## src/rtl/valid_mask_buf.sv

```systemverilog
// Circular buffer of per-ifmap valid masks with a registered head output.
// Build option VALID_MASK_POPCNT_EN adds a registered population count of the head mask.
module valid_mask_buf #(
  parameter  int DATA_WIDTH = 16,
  parameter  int ADDR_WIDTH = 1,
  localparam int DEPTH      = 1 << ADDR_WIDTH,
  localparam int PW         = $clog2(DATA_WIDTH + 1)
) (
  input  logic                  clk,
  input  logic                  rst_n,
  input  logic                  clk_en,
  input  logic                  flush,
  input  logic                  wr_valid,
  output logic                  wr_ready,
  input  logic [DATA_WIDTH-1:0] wr_data,
  input  logic                  new_if,
  output logic                  rd_valid,
  output logic [DATA_WIDTH-1:0] valid,
  output logic [PW-1:0]         popcnt,
  output logic [ADDR_WIDTH:0]   count
);

  // Write handshake: a mask transfers on a rising edge where wr_valid and
  // wr_ready are both high; wr_ready never depends on wr_valid.
  typedef enum logic {
    EMPTY = 1'b0,
    LIVE  = 1'b1
  } state_e;

  localparam logic [ADDR_WIDTH:0] FULL_CNT = (ADDR_WIDTH + 1)'(DEPTH);

  logic [DATA_WIDTH-1:0] mem_q [DEPTH];
  logic [ADDR_WIDTH-1:0] wr_ptr_q, wr_ptr_d;
  logic [ADDR_WIDTH-1:0] rd_ptr_q, rd_ptr_d;
  logic [ADDR_WIDTH:0]   count_q, count_d;
  state_e                state_q, state_d;
  logic [DATA_WIDTH-1:0] valid_q, valid_d;
  logic                  push, pop, load;
  logic [ADDR_WIDTH-1:0] load_addr;

  assign wr_ready = clk_en & (count_q != FULL_CNT);
  assign push     = wr_valid & wr_ready;
  assign pop      = clk_en & new_if & (state_q == LIVE);

  always_comb begin
    wr_ptr_d  = wr_ptr_q;
    rd_ptr_d  = rd_ptr_q;
    count_d   = count_q;
    state_d   = state_q;
    load      = 1'b0;
    load_addr = rd_ptr_q;
    if (clk_en) begin
      if (flush) begin
        wr_ptr_d = '0;
        rd_ptr_d = '0;
        count_d  = '0;
        state_d  = EMPTY;
      end else begin
        if (push) wr_ptr_d = wr_ptr_q + 1'b1;
        if (pop)  rd_ptr_d = rd_ptr_q + 1'b1;
        count_d = count_q + {{ADDR_WIDTH{1'b0}}, push} - {{ADDR_WIDTH{1'b0}}, pop};
        case (state_q)
          EMPTY: begin
            // Only entries already in the array count: no write-to-read bypass.
            if (count_q != '0) begin
              state_d = LIVE;
              load    = 1'b1;
            end
          end
          LIVE: begin
            if (pop) begin
              if (count_q >= (ADDR_WIDTH + 1)'(2)) begin
                load      = 1'b1;
                load_addr = rd_ptr_q + 1'b1;
              end else begin
                state_d = EMPTY;
              end
            end
          end
          default: state_d = EMPTY;
        endcase
      end
    end
    valid_d = load ? mem_q[load_addr] : valid_q;
  end

  always_ff @(posedge clk or negedge rst_n) begin
    if (!rst_n) begin
      wr_ptr_q <= '0;
      rd_ptr_q <= '0;
      count_q  <= '0;
      state_q  <= EMPTY;
      valid_q  <= '0;
    end else begin
      wr_ptr_q <= wr_ptr_d;
      rd_ptr_q <= rd_ptr_d;
      count_q  <= count_d;
      state_q  <= state_d;
      valid_q  <= valid_d;
    end
  end

  // Array is deliberately not reset or cleared by flush.
  always_ff @(posedge clk) begin
    if (push && !flush) mem_q[wr_ptr_q] <= wr_data;
  end

  assign rd_valid = (state_q == LIVE);
  assign valid    = valid_q;
  assign count    = count_q;

`ifdef VALID_MASK_POPCNT_EN
  logic [PW-1:0] popcnt_q, popcnt_d;

  function automatic logic [PW-1:0] ones(input logic [DATA_WIDTH-1:0] v);
    logic [PW-1:0] n;
    n = '0;
    for (int i = 0; i < DATA_WIDTH; i++) n = n + PW'(v[i]);
    return n;
  endfunction

  always_comb begin
    popcnt_d = popcnt_q;
    if (load) popcnt_d = ones(mem_q[load_addr]);
  end

  always_ff @(posedge clk or negedge rst_n) begin
    if (!rst_n) popcnt_q <= '0;
    else        popcnt_q <= popcnt_d;
  end

  assign popcnt = popcnt_q;
`else
  assign popcnt = '0;
`endif

endmodule

```

## config.mk

```make
export PLATFORM = sky130hd
export DESIGN_NAME = valid_mask_buf
export DESIGN_NICKNAME = d
export VERILOG_FILES = /design/src/rtl/valid_mask_buf.sv
export SDC_FILE = /design/constraint.sdc
export NUM_CORES = 1
export LEC_CHECK = 0
export BUFFER_PORTS_ARGS = -buffer_cell sky130_fd_sc_hd__buf_2
export CORE_ASPECT_RATIO = 1.5
export CORE_UTILIZATION = 50
export DETAILED_ROUTE_END_ITERATION = 10
export PLACE_DENSITY = 0.74
export SETUP_SLACK_MARGIN = 0.1
export SLEW_MARGIN = 20
export SYNTH_ARGS = -nofsm -noshare
export SYNTH_HDL_FRONTEND = slang
export SYNTH_SLANG_ARGS = --single-unit
```

## constraint.sdc

```tcl
create_clock -name clk -period 7.7 [get_ports clk]
set_clock_uncertainty 0.15 [all_clocks]
set_input_delay 0.77 -clock clk [delete_from_list [all_inputs] [get_ports clk]]
set_output_delay 0.77 -clock clk [all_outputs]
set_load 0.03 [all_outputs]
```

==> impl_results.rst <==
.. list-table::
   :header-rows: 1

   * - Metric
     - Value
   * - Cell taking the most area after synthesis
     - sky130_fd_sc_hd__edfxtp_1
   * - Clock-pin slew reported for the worst setup and hold paths after clock tree synthesis
     - 0.09 ns
   * - Core area
     - 4250 µm²
   * - CTS tree
     - done
   * - Count of flip-flops with a built-in enable after synthesis
     - 32
   * - Terminus of the critical flop-to-flop path
     - count[1]
   * - Largest fanout on the critical path
     - 10
   * - Worst path required time
     - 7.74 ns
   * - Max_slew headroom
     - 58.7%
   * - Die Area
     - 4730 µm²
   * - Power density of the placed cells
     - 341 nW/µm²
   * - Input/output buffers
     - 41
   * - Number of global-route vias before repair
     - 1442
   * - Number of remaining DRC errors
     - 0
   * - Share of cells above drive strength 1
     - 29.5%
   * - Type of the setup path with the least slack
     - reg -> reg
   * - Skew-Pair Late Insertion Delay
     - 0.30 ns
   * - Overall power of the completed layout
     - 0.861 mW
   * - Leakage
     - 1.02 nW
   * - Number of pins with negative max-slew slack in the final report
     - 0
   * - Netlist Area Pre-Place
     - 2230 µm²
   * - DR iter-0 viols
     - 67
   * - Library cell with the highest instance count after synthesis
     - sky130_fd_sc_hd__edfxtp_1
   * - Leading register cell type out of synthesis
     - sky130_fd_sc_hd__edfxtp_1
   * - Setup TNS
     - 0 ns
   * - Largest net degree at the start of global routing
     - 33
   * - Hold Buf Count CTS
     - 0
   * - Number of warnings issued by yosys
     - 0
   * - Share of synthesized flip-flops with an asynchronous set or reset
     - 39.6%
   * - Reg-to-Reg Start
     - count[1]
   * - Initial antenna violation count
     - 0
   * - Diode count
     - 0
   * - Remaining Overflow, GRT
     - 0
   * - Count of standard-cell rows
     - 29
   * - Num CTS Buffers
     - 5
   * - Cell types with the largest area share after synthesis
     - sky130_fd_sc_hd__edfxtp_1, sky130_fd_sc_hd__dfrtp_1, sky130_fd_sc_hd__a31oi_1, sky130_fd_sc_hd__nand3_1, sky130_fd_sc_hd__nor2_1
   * - Max-cap violations
     - 0
   * - Global placement routability congestion
     - 0.791
   * - Post-cts gate resize count
     - 0
   * - Worst setup margin
     - 5.35 ns
   * - Final worst-path cycle share
     - 30.5%
   * - Worst min-delay path class
     - in -> async
   * - Count of cells along the worst register-to-register path
     - 8
   * - Number of vias in the routed layout
     - 1425
   * - Post-layout net count
     - 233
   * - Synth Area per Inst
     - 13.2 µm²
   * - Num Clock Sinks
     - 53
   * - Largest buffer count on any clock path
     - 2
   * - H-tree depth
     - 2
   * - Final critical-path required period
     - 2.35 ns
   * - Arrival time of the worst setup path
     - 2.39 ns
   * - Type of element capturing the critical path
     - flop
   * - Pre-CTS worst setup slack
     - 5.21 ns
   * - Core occupancy in the finished layout
     - 59.5%
   * - Number of nets with antenna violations after routing
     - 0
   * - Yosys top cell area share
     - 43.1%
   * - RSZ-0062 raised after global routing
     - no
   * - Kind of start point of the critical path
     - flop
   * - Final setup fails
     - 0
   * - Vias per cell
     - 5.57
   * - Status
     - completed
   * - Clock tree root driver cell
     - sky130_fd_sc_hd__clkbuf_8
   * - Effective utilization at floorplan
     - 52.5%
   * - Top cells by instance count after synthesis
     - sky130_fd_sc_hd__edfxtp_1, sky130_fd_sc_hd__dfrtp_1, sky130_fd_sc_hd__nor2_1
   * - Number of hold violations in the final report
     - 0
   * - Timing-limited maximum frequency
     - 0.426 GHz
   * - Slew of the pin with the lowest slew margin
     - 0.618 ns
   * - Worst hold margin
     - 0.270 ns
   * - IR drop worst, VDD
     - 243 µV
   * - Area delta synth->final
     - 13.5%
   * - Top-level I/O count
     - 47
   * - Cells after Synth
     - 169
   * - Worst R2R Setup Slack
     - 5.35 ns
   * - Post-CTS Setup Repair Bufs
     - 0
   * - Total routing resource utilization after global routing
     - 18.7%
   * - Die Y
     - 83.7 µm
   * - DR pass1 iterations
     - 4
   * - Total of flip-flops plus latches after synthesis
     - 53
   * - Sequential share of the synthesized area
     - 66.7%
   * - Post-synth cell types
     - 36
   * - Detailed-route wire length per cell
     - 15.7 µm
   * - Total wirelength of the detailed-routed design
     - 4020 µm
   * - First-pass GRT wire length
     - 6660 µm
   * - Post-DP HPWL
     - 2680 µm
   * - Die width
     - 56.5 µm
per-stage QoR:
step	std cells	cell area, µm²
6_report	256	2530
3_5_place_dp	248	2420
3_3_place_gp	248	2420
5_1_grt	256	2530
4_1_cts	256	2530
2_1_floorplan	173	2240
layout make-up:
type	instances	area, µm²
multi-input cells	99	627
clock inverters	2	33.8
inverters	6	22.5
clock buffers	6	72.6
well taps	46	57.6
flip-flops and latches	53	1490
repair buffers	44	228
fillers	364	1720
registers in the layout (all words and copies together), names as in the netlist:
register / count
rd_valid: 1
rd_ptr_q: 1
count: 2
wr_ptr_q: 1
mem_q: 32
valid: 16
cells in the final DEF, fill, tap and decap left out, types with 2 or more instances in the layout:
cell type                  Yosys  layout
sky130_fd_sc_hd__buf_2         3      41
sky130_fd_sc_hd__edfxtp_1     32      32
sky130_fd_sc_hd__dfrtp_1      21      21
sky130_fd_sc_hd__nor2_1       18      18
sky130_fd_sc_hd__nand3_1      16      16
sky130_fd_sc_hd__a31oi_1      16      16
sky130_fd_sc_hd__o21ai_0      10      10
sky130_fd_sc_hd__o21ai_1       7       7
sky130_fd_sc_hd__inv_1         5       5
sky130_fd_sc_hd__conb_1        1       5
sky130_fd_sc_hd__clkbuf_8      0       5
sky130_fd_sc_hd__buf_4         7       3
sky130_fd_sc_hd__nor3_2        0       2
sky130_fd_sc_hd__o22ai_1       2       2
sky130_fd_sc_hd__xnor2_1       2       2
sky130_fd_sc_hd__a21oi_1       2       2
sky130_fd_sc_hd__ha_1          2       2
how the worst max path moves through the flow:
stage,start,end,slack [ns]
after floorplan,clk_en,mem_q[0][0],4.99
after global placement,clk_en,count[1],5.29
after detailed placement,clk_en,count[1],5.21
after CTS,count[1],count[1],5.35
after global routing,count[1],count[1],5.22
final,count[1],count[1],5.35
routing by layer:
metal,vias to the layer above,wire [µm],global-route usage (%)
met5,-,0,0
met4,0,82,11.3
met3,6,125,3.57
met2,44,2180,32.0
met1,686,1620,21.0
li1,689,-,-
critical path, cell delays in order, from the launching register on:
cell	delay, ns
sky130_fd_sc_hd__dfrtp_1	0.62
sky130_fd_sc_hd__inv_2	0.16
sky130_fd_sc_hd__o211ai_2	0.32
sky130_fd_sc_hd__ha_1	0.29
sky130_fd_sc_hd__inv_1	0.06
sky130_fd_sc_hd__ha_1	0.14
sky130_fd_sc_hd__xor2_1	0.18
sky130_fd_sc_hd__o21ai_0	0.09
sky130_fd_sc_hd__a22o_1	0.24
cells by family (layout without fill, tap and decap cells):
family          after synthesis  in the layout  share of synthesized area, %
simple gates                 43             43                          11.0
buf+inv                      21             58                          6.24
xor+xnor                      3              3                          1.18
flops                        53             53                          66.7
compound gates               46             46                          13.5
other cells                   1              5                         0.168
fa+ha+maj                     2              2                          1.12
power by group:
group	total, mW	internal (mW)	switching (mW)
sequential	0.400	0.360	0.0404
clock	0.177	0.0960	0.0815
combinational	0.283	0.0885	0.194
total	0.861	0.544	0.316
Note: power is estimated with default switching activity, not from simulation.
